==> src/rtl/mem_arbiter_pkg.sv <==
// Shared types for the CPU memory-port arbiter: FSM states, port owner encoding and access sizes.
package mmix_defs;

    typedef enum logic [1:0] {
        A_IDLE,
        A_BUSY,
        A_RESP
    } arb_state_t;

    typedef enum logic [1:0] {
        OWN_NONE = 2'd0,
        OWN_F    = 2'd1,
        OWN_E    = 2'd2
    } owner_t;

    localparam logic [1:0] DS_BYTE  = 2'd0;
    localparam logic [1:0] DS_WYDE  = 2'd1;
    localparam logic [1:0] DS_TETRA = 2'd2;
    localparam logic [1:0] DS_OCTA  = 2'd3;

endpackage

==> src/rtl/mem_arbiter_if.sv <==
// Memory-side bus of the arbiter: latched request strobes out, completion and read data back.
interface mem_arbiter_if #(
    parameter int AW = 64,
    parameter int DW = 64
);
    logic [AW-1:0] mem_address;
    logic [1:0]    mem_datasize;
    logic          mem_read;
    logic          mem_write;
    logic [DW-1:0] mem_writedata;
    logic [DW-1:0] mem_readdata;
    logic          mem_done;

    modport master (
        output mem_address, mem_datasize, mem_read, mem_write, mem_writedata,
        input  mem_readdata, mem_done
    );

    modport slave (
        input  mem_address, mem_datasize, mem_read, mem_write, mem_writedata,
        output mem_readdata, mem_done
    );
endinterface

==> src/rtl/mem_arbiter_watchdog.sv <==
// BUSY-phase watchdog for mem_arbiter: down-counter reloaded on grant, expires on its last enabled cycle.
// Instantiated only when MMIX_MEM_TIMEOUT_EN is defined.
module mem_arb_watchdog #(
    parameter int TIMEOUT_CYCLES = 1023
) (
    input  logic clk,
    input  logic reset,
    input  logic clear,
    input  logic enable,
    output logic expire
);
    localparam int CW = $clog2(TIMEOUT_CYCLES + 1);

    logic [CW-1:0] count;

    always_ff @(posedge clk or posedge reset) begin
        if (reset) begin
            count <= CW'(TIMEOUT_CYCLES);
        end else if (clear) begin
            count <= CW'(TIMEOUT_CYCLES);
        end else if (enable && count != '0) begin
            count <= count - 1'b1;
        end
    end

    // count == 1 marks the TIMEOUT_CYCLES-th enabled cycle since the reload
    assign expire = enable && (count == CW'(1));
endmodule

==> src/rtl/mem_arbiter.sv <==
// Arbitrates the single CPU memory port between fetch (read-only) and exec (read/write), exec first.
// Optional BUSY watchdog abort is enabled by defining MMIX_MEM_TIMEOUT_EN.
//   state  | meaning
//   A_IDLE | sample requests, grant exec before fetch, latch the access
//   A_BUSY | strobe held on memory until mem_done (or watchdog expiry)
//   A_RESP | one-cycle done pulse to the owner, requests ignored
module mem_arbiter
    import mmix_defs::*;
#(
    parameter int AW             = 64,
    parameter int DW             = 64,
    parameter int TIMEOUT_CYCLES = 1023
) (
    input  logic          clk,
    input  logic          reset,
    input  logic          f_req,
    input  logic [AW-1:0] f_address,
    input  logic [1:0]    f_datasize,
    output logic          f_done,
    input  logic          e_req_read,
    input  logic          e_req_write,
    input  logic [AW-1:0] e_address,
    input  logic [1:0]    e_datasize,
    input  logic [DW-1:0] e_writedata,
    output logic          e_done,
    output logic [DW-1:0] rdata,
    output logic [1:0]    owner,
    output logic          timeout_err,
    mem_arbiter_if.master mem
);
    if (TIMEOUT_CYCLES < 1) begin : g_bad_timeout
        $error("mem_arbiter: TIMEOUT_CYCLES must be at least 1");
    end

    arb_state_t    state, state_next;
    owner_t        owner_q;
    logic          grant_e, grant_f, finish, abort, wd_expire;
    logic [AW-1:0] addr_q;
    logic [1:0]    size_q;
    logic          rd_q, wr_q;
    logic [DW-1:0] wdata_q, rdata_q;

    always_ff @(posedge clk or posedge reset) begin
        if (reset) state <= A_IDLE;
        else       state <= state_next;
    end

    always_comb begin
        state_next = state;
        grant_e    = 1'b0;
        grant_f    = 1'b0;
        finish     = 1'b0;
        abort      = 1'b0;
        case (state)
            A_IDLE: begin
                if (e_req_read || e_req_write) begin
                    grant_e    = 1'b1;
                    state_next = A_BUSY;
                end else if (f_req) begin
                    grant_f    = 1'b1;
                    state_next = A_BUSY;
                end
            end
            A_BUSY: begin
                // a completion in the same cycle as expiry is honoured, not aborted
                if (mem.mem_done) begin
                    finish     = 1'b1;
                    state_next = A_RESP;
                end else if (wd_expire) begin
                    abort      = 1'b1;
                    state_next = A_RESP;
                end
            end
            A_RESP:  state_next = A_IDLE;
            default: state_next = A_IDLE;
        endcase
    end

    always_ff @(posedge clk or posedge reset) begin
        if (reset) begin
            addr_q  <= '0;
            size_q  <= '0;
            rd_q    <= 1'b0;
            wr_q    <= 1'b0;
            wdata_q <= '0;
            rdata_q <= '0;
            owner_q <= OWN_NONE;
        end else begin
            if (grant_e) begin
                addr_q  <= e_address;
                size_q  <= e_datasize;
                wdata_q <= e_writedata;
                wr_q    <= e_req_write;
                rd_q    <= ~e_req_write;
                owner_q <= OWN_E;
            end else if (grant_f) begin
                addr_q  <= f_address;
                size_q  <= f_datasize;
                rd_q    <= 1'b1;
                wr_q    <= 1'b0;
                owner_q <= OWN_F;
            end
            if (finish || abort) begin
                rd_q <= 1'b0;
                wr_q <= 1'b0;
            end
            if (finish && rd_q) rdata_q <= mem.mem_readdata;
            else if (abort)     rdata_q <= '1;
            if (state == A_RESP) owner_q <= OWN_NONE;
        end
    end

`ifdef MMIX_MEM_TIMEOUT_EN
    logic timed_out;

    mem_arb_watchdog #(
        .TIMEOUT_CYCLES(TIMEOUT_CYCLES)
    ) u_watchdog (
        .clk    (clk),
        .reset  (reset),
        .clear  (grant_e | grant_f),
        .enable (state == A_BUSY),
        .expire (wd_expire)
    );

    always_ff @(posedge clk or posedge reset) begin
        if (reset)                timed_out <= 1'b0;
        else if (abort)           timed_out <= 1'b1;
        else if (state == A_RESP) timed_out <= 1'b0;
    end

    assign timeout_err = (state == A_RESP) && timed_out;
`else
    assign wd_expire   = 1'b0;
    assign timeout_err = 1'b0;
`endif

    assign mem.mem_address   = addr_q;
    assign mem.mem_datasize  = size_q;
    assign mem.mem_read      = rd_q;
    assign mem.mem_write     = wr_q;
    assign mem.mem_writedata = wdata_q;

    assign rdata  = rdata_q;
    assign owner  = owner_q;
    assign f_done = (state == A_RESP) && (owner_q == OWN_F);
    assign e_done = (state == A_RESP) && (owner_q == OWN_E);

    a_exec_rw_exclusive: assert property (@(posedge clk) disable iff (reset)
        !(state == A_IDLE && e_req_read && e_req_write))
        else $warning("mem_arbiter: exec read and write requested together, write taken");
endmodule

==> src/flat_wrapper.sv <==
// flat-port wrapper written by rule: the top's interface ports become plain ports
module mem_arbiter_flat import mmix_defs::*;
#(
    parameter int AW             = 64,
    parameter int DW             = 64,
    parameter int TIMEOUT_CYCLES = 1023
)
  (clk, reset, f_req, f_address, f_datasize, f_done, e_req_read, e_req_write, e_address, e_datasize, e_writedata, e_done, rdata, owner, timeout_err, mem_mem_address, mem_mem_datasize, mem_mem_read, mem_mem_write, mem_mem_writedata, mem_mem_readdata, mem_mem_done);
  mem_arbiter_if #(.AW(AW), .DW(DW)) mem_i ();
  input  logic clk;
  input  logic reset;
  input  logic f_req;
  input  logic [AW-1:0] f_address;
  input  logic [1:0] f_datasize;
  output logic f_done;
  input  logic e_req_read;
  input  logic e_req_write;
  input  logic [AW-1:0] e_address;
  input  logic [1:0] e_datasize;
  input  logic [DW-1:0] e_writedata;
  output logic e_done;
  output logic [DW-1:0] rdata;
  output logic [1:0] owner;
  output logic timeout_err;
  output wire logic [$bits(mem_i.mem_address)-1:0] mem_mem_address;
  output wire logic [$bits(mem_i.mem_datasize)-1:0] mem_mem_datasize;
  output wire logic [$bits(mem_i.mem_read)-1:0] mem_mem_read;
  output wire logic [$bits(mem_i.mem_write)-1:0] mem_mem_write;
  output wire logic [$bits(mem_i.mem_writedata)-1:0] mem_mem_writedata;
  input wire logic [$bits(mem_i.mem_readdata)-1:0] mem_mem_readdata;
  input wire logic [$bits(mem_i.mem_done)-1:0] mem_mem_done;
  assign mem_mem_address = mem_i.mem_address;
  assign mem_mem_datasize = mem_i.mem_datasize;
  assign mem_mem_read = mem_i.mem_read;
  assign mem_mem_write = mem_i.mem_write;
  assign mem_mem_writedata = mem_i.mem_writedata;
  assign mem_i.mem_readdata = mem_mem_readdata;
  assign mem_i.mem_done = mem_mem_done;
  mem_arbiter #(.AW(AW), .DW(DW), .TIMEOUT_CYCLES(TIMEOUT_CYCLES)) u_core (.clk(clk), .reset(reset), .f_req(f_req), .f_address(f_address), .f_datasize(f_datasize), .f_done(f_done), .e_req_read(e_req_read), .e_req_write(e_req_write), .e_address(e_address), .e_datasize(e_datasize), .e_writedata(e_writedata), .e_done(e_done), .rdata(rdata), .owner(owner), .timeout_err(timeout_err), .mem(mem_i));
endmodule
==> config.mk <==
export PLATFORM = sky130hd
export DESIGN_NAME = mem_arbiter_flat
export DESIGN_NICKNAME = d
export VERILOG_FILES = /design/src/rtl/mem_arbiter_pkg.sv /design/src/rtl/mem_arbiter_if.sv /design/src/rtl/mem_arbiter_watchdog.sv /design/src/rtl/mem_arbiter.sv /design/src/flat_wrapper.sv
export SDC_FILE = /design/constraint.sdc
export NUM_CORES = 1
export LEC_CHECK = 0
export BUFFER_PORTS_ARGS = -buffer_cell sky130_fd_sc_hd__buf_2
export CAP_MARGIN = 25
export CORE_AREA = 4 4 180 182
export DETAILED_ROUTE_END_ITERATION = 7
export DIE_AREA = 0 0 184 186
export SETUP_SLACK_MARGIN = 0.5
export SLEW_MARGIN = 5
export SYNTH_ARGS = -nofsm -noshare
export SYNTH_HDL_FRONTEND = slang
export SYNTH_SLANG_ARGS = --single-unit
==> constraint.sdc <==
create_clock -name clk -period 6.7 [get_ports clk]
set_input_delay 0.67 -clock clk [delete_from_list [all_inputs] [get_ports clk]]
set_output_delay 0.67 -clock clk [all_outputs]
set_load 0.02 [all_outputs]
Word-level counts from Yosys, hierarchy flattened
Index checks and enable logic that the tools add are counted.
W data, S select, Z words.
{"block": "op_classes", "eq_ne": 6, "mux": 25, "bitwise": 1, "n_reduce_logical": 9}
{"cell": "$mux W64", "n": 3}
{"cell": "$mux W2", "n": 8}
{"cell": "$mux W1", "n": 13}
{"cell": "$reduce_bool A3 Y1", "n": 2}
{"cell": "$eq A2 B1 Y1 const B", "n": 2}
{"cell": "$eq A2 B2 Y1 const B", "n": 2}
{"cell": "$pmux W2 S2", "n": 1}
{"cell": "$logic_and A1 B1 Y1", "n": 3}
{"cell": "$ne A3 B2 Y1 const B", "n": 1}
{"cell": "$logic_not A2 Y1", "n": 1}
{"cell": "$ne A2 B2 Y1 const B", "n": 1}
{"cell": "$reduce_and A2 Y1", "n": 1}
{"cell": "$reduce_bool A2 Y1", "n": 1}
{"cell": "$logic_or A1 B1 Y1", "n": 1}
{"cell": "$not A1 Y1", "n": 1}
{"block": "totals", "reg_bits": 200, "output_inout_bits": 201, "elab_cells": 49}

Logic depth before layout (Yosys ltp)
{"block": "depth", "depth_word": 6, "depth_mapped": 5, "depth_no_buf": 3}

Worst setup path after synthesis
OpenSTA, ideal clock, no wires.
{"block": "synth_path", "path_type": "register to output", "from": "register u_core.state[0]", "to": "output port f_done", "arrival_ns": 1.297, "setup_slack_ns": 4.733, "stages_incl_launch_ff": 3, "n_path_buf": 1, "cell_sequence": "dfrtp_1 > buf_2 > nor4bb_1"}
{"block": "synth_via", "elab_chain_cells": 2}
{"element": "start, declared", "line_no": "mem_arbiter.sv:35", "rtl": "arb_state_t state, state_next;"}
{"element": "start signal, assigned", "line_no": "mem_arbiter.sv:45", "rtl": "else state <= state_next;"}
{"element": "$eq A2 B2 Y1", "line_no": "mem_arbiter.sv:146", "rtl": "assign f_done = (state == A_RESP) && (owner_q == OWN_F);"}
{"element": "$logic_and A1 B1 Y1", "line_no": "mem_arbiter.sv:146"}
{"element": "end, declared", "line_no": "flat_wrapper.sv:15", "rtl": "output logic f_done;"}
No other way between the ends.

Worst setup path after layout
{"block": "layout_path", "from": "register u_core.state[1]", "to": "output port e_done"}
{"block": "layout_via", "elab_chain_cells": 2}
{"element": "$eq A2 B2 Y1", "line_no": "mem_arbiter.sv:147", "rtl": "assign e_done = (state == A_RESP) && (owner_q == OWN_E);"}
{"element": "$logic_and A1 B1 Y1", "line_no": "mem_arbiter.sv:147"}
{"element": "end, declared", "line_no": "flat_wrapper.sv:21", "rtl": "output logic e_done;"}
No other way between the ends.

==> metrics.txt <==
share of layout cells above drive strength 1=0.643; setup TNS=0 ns; Max-cap violations=0; main combinational cell family by area after synthesis=multiplexers; Critical Path End Type=output pin; Setup Buffers After CTS=0; PortBufs=around 470; Final Wtd Congestion=0.759; Layout area overhead=41.7%; first-pass GRT wire length=36000 µm; fin. max-slew vios=0; syn_nets=between 700 and 800; Worst EP required=6.03 ns; Post-route DRC=0; vias in the first global route=6584; Core Box Area=30600 µm²; pin count of the biggest net entering global routing=94; aggregate global-route resource usage=0.133; post-synthesis simple-gate area fraction=0.0137; xor/xnor cell area share of the yosys netlist=0; Detailed Route WL=24100 µm; Synth area leader=dfrtp_1; final number of setup-violating endpoints=0; slowest CP cell=dfrtp_1; Pwr per Cell Area=483 nW/µm²; Lkg Pwr=0.00536 µW; worst path cell trace=nor4bb_1 > buf_2; most common cell after layout, fill and taps aside=buf_2; Final Skew=~0.011 ns; hold crit path type=in -> async; Layout Utilization=0.364; Compound-Gate Fraction of Synth Area=0.134; grt ovf=0; Post-Syn Instances=532; clk slew on worst S/H paths=0.08 ns; post-route setup slack=4.43 ns; Vias/cell=4.46; Die X=around 180 µm; initial antenna violation count=1; drt wl/cell=roughly 17 µm; Tcrit/Tclk final=0.339; multiplexer share of the synthesized area=0.183; Post-Syn Area=7860 µm²; area share of the largest cell type after synthesis=0.636; Max Buffers Root-to-Sink=2; DRT Pass-1 Iters=4; FILL cells=roughly 3000; Cell variety after synth=26; # resized after CTS=0; Overall Power=5380 µW; Worst Tran Pin Value=about 0.9 ns; peak supply drop=0.237 mV; Mean Syn Cell Area=14.8 µm²; commonest cells after routing, fill and taps aside=buf_2, dfrtp_1, mux2_2, a2bb2oi_1, o22ai_1; status=complete, no violations; clk sinks=200; Final nets=1247; Routed Antenna Nets=0; Crit Path Class=reg -> out; Hold Fails Final Rpt=0; latest clock arrival within the worst-skew pair=0.43 ns; Area contributors post-synth=dfrtp_1, mux2_2, a2bb2oi_1; crit path launch type=register; total die area=34200 µm²; Placement Rows=64; H-tree Lvls=4; worst path arrival time=between 1.5 and 2 ns; RSZ-0062 raised after global routing=false; Adder-Cell Fraction of Synth Area=0; HPWL after DPL=18000 µm; CTS Root Cell=clkbuf_16; IO Pins=467; Seq/Total Area, Yosys=0.636; starting density of the core=0.257; CP max stage delay=0.68 ns; initial drt markers=150; Hold Slack=approximately 0.33 ns; fmax=440 MHz; Yosys Warn Count=0; Synth Register Bits=200; die height=186 µm; TritonCTS Buffers=17; maximum fanout along the worst path=11; Final min period=between 2 and 2.5 ns; CTS tree=yes; Max transition margin=0.393; CTS Hold Bufs=0; dpl ws=4.05 ns; vias post-DR=6204
[Yosys cell counts (all sizes together)]
cell type  instances
nor3               3
o21ai              3
and3b              1
or3b               1
or3                1
nor2b              2
inv                3
o21a               1
nor4bb             2
nand2              2
clkbuf            14
conb               1
o22ai             66
a21oi              5
mux2             128
a21o               1
dfrtp            200
a2bb2oi           67
buf               29
nor2               2
[per-stage QoR]
stage,std cells,instance area [µm²]
after floorplan,532,7860
after global placement,1358,10500
after detailed placement,1358,10500
after CTS,1390,11100
after global routing,1390,11100
final,1391,11100
[critical path, delay by kind of cell, from the launching register on]
| family | cells | cell delay, ns |
|---|---|---|
| buf+inv | 1 | 0.22 |
| simple gates | 1 | 0.28 |
| flops | 1 | 0.68 |
[metal layers]
metal / vias to the layer above / wire (µm) / global-route usage
met2: 292 / 12400 / 0.238
met4: 0 / 237 / 0.0311
li1: 2928 / - / -
met3: 13 / 2430 / 0.0487
met5: - / 0 / 0
met1: 2971 / 9080 / 0.152
[worst paths after layout]
path	startpoint	to	slack (ns)	depth (start not counted)
worst min-delay path	reset	u_core.mem.mem_writedata[62]	0.33	2
worst max register to register	u_core.state[1]	u_core.rdata[8]	4.45	4
min in group clk	mem_mem_readdata[0]	u_core.rdata[0]	0.46	2
worst max-delay path	u_core.state[1]	e_done	4.43	2
max in group asynchronous	reset	u_core.mem.mem_address[26]	5.02	3
worst min register to register	u_core.mem.mem_writedata[1]	u_core.mem.mem_writedata[1]	0.50	1
[logic make-up after synthesis]
family | Yosys count
compound gates | 143
buf+inv | 46
simple gates | 14
mux | 128
flops | 200
other cells | 1
[state kept, by name, indices dropped and copies added, names as in the netlist]
signal / count
u_core.mem.mem_address: 64
u_core.mem.mem_datasize: 2
u_core.mem.mem_read: 1
u_core.mem.mem_write: 1
u_core.mem.mem_writedata: 64
u_core.owner: 2
u_core.rdata: 64
u_core.state: 2
[power by group]
part,total [µW],internal (µW),switching (µW)
clock network,1070,540,530
registers,2050,1760,289
logic,2270,947,1320
total,5380,3240,2140
[area by class of cell]
class | instances | area, µm² | share of cell area
multi-input combinational | 286 | 2630 | 0.236
inverter | 3 | 18.8 | 0.00168
timing repair buffer | 473 | 2390 | 0.214
tap | 396 | 495 | 0.0445
antenna | 1 | 2.50 | 0.000225
clock inverter | 14 | 175 | 0.0157
sequential | 200 | 5000 | 0.449
clock buffer | 18 | 429 | 0.0385
Note: power is estimated with default switching activity, not from simulation.
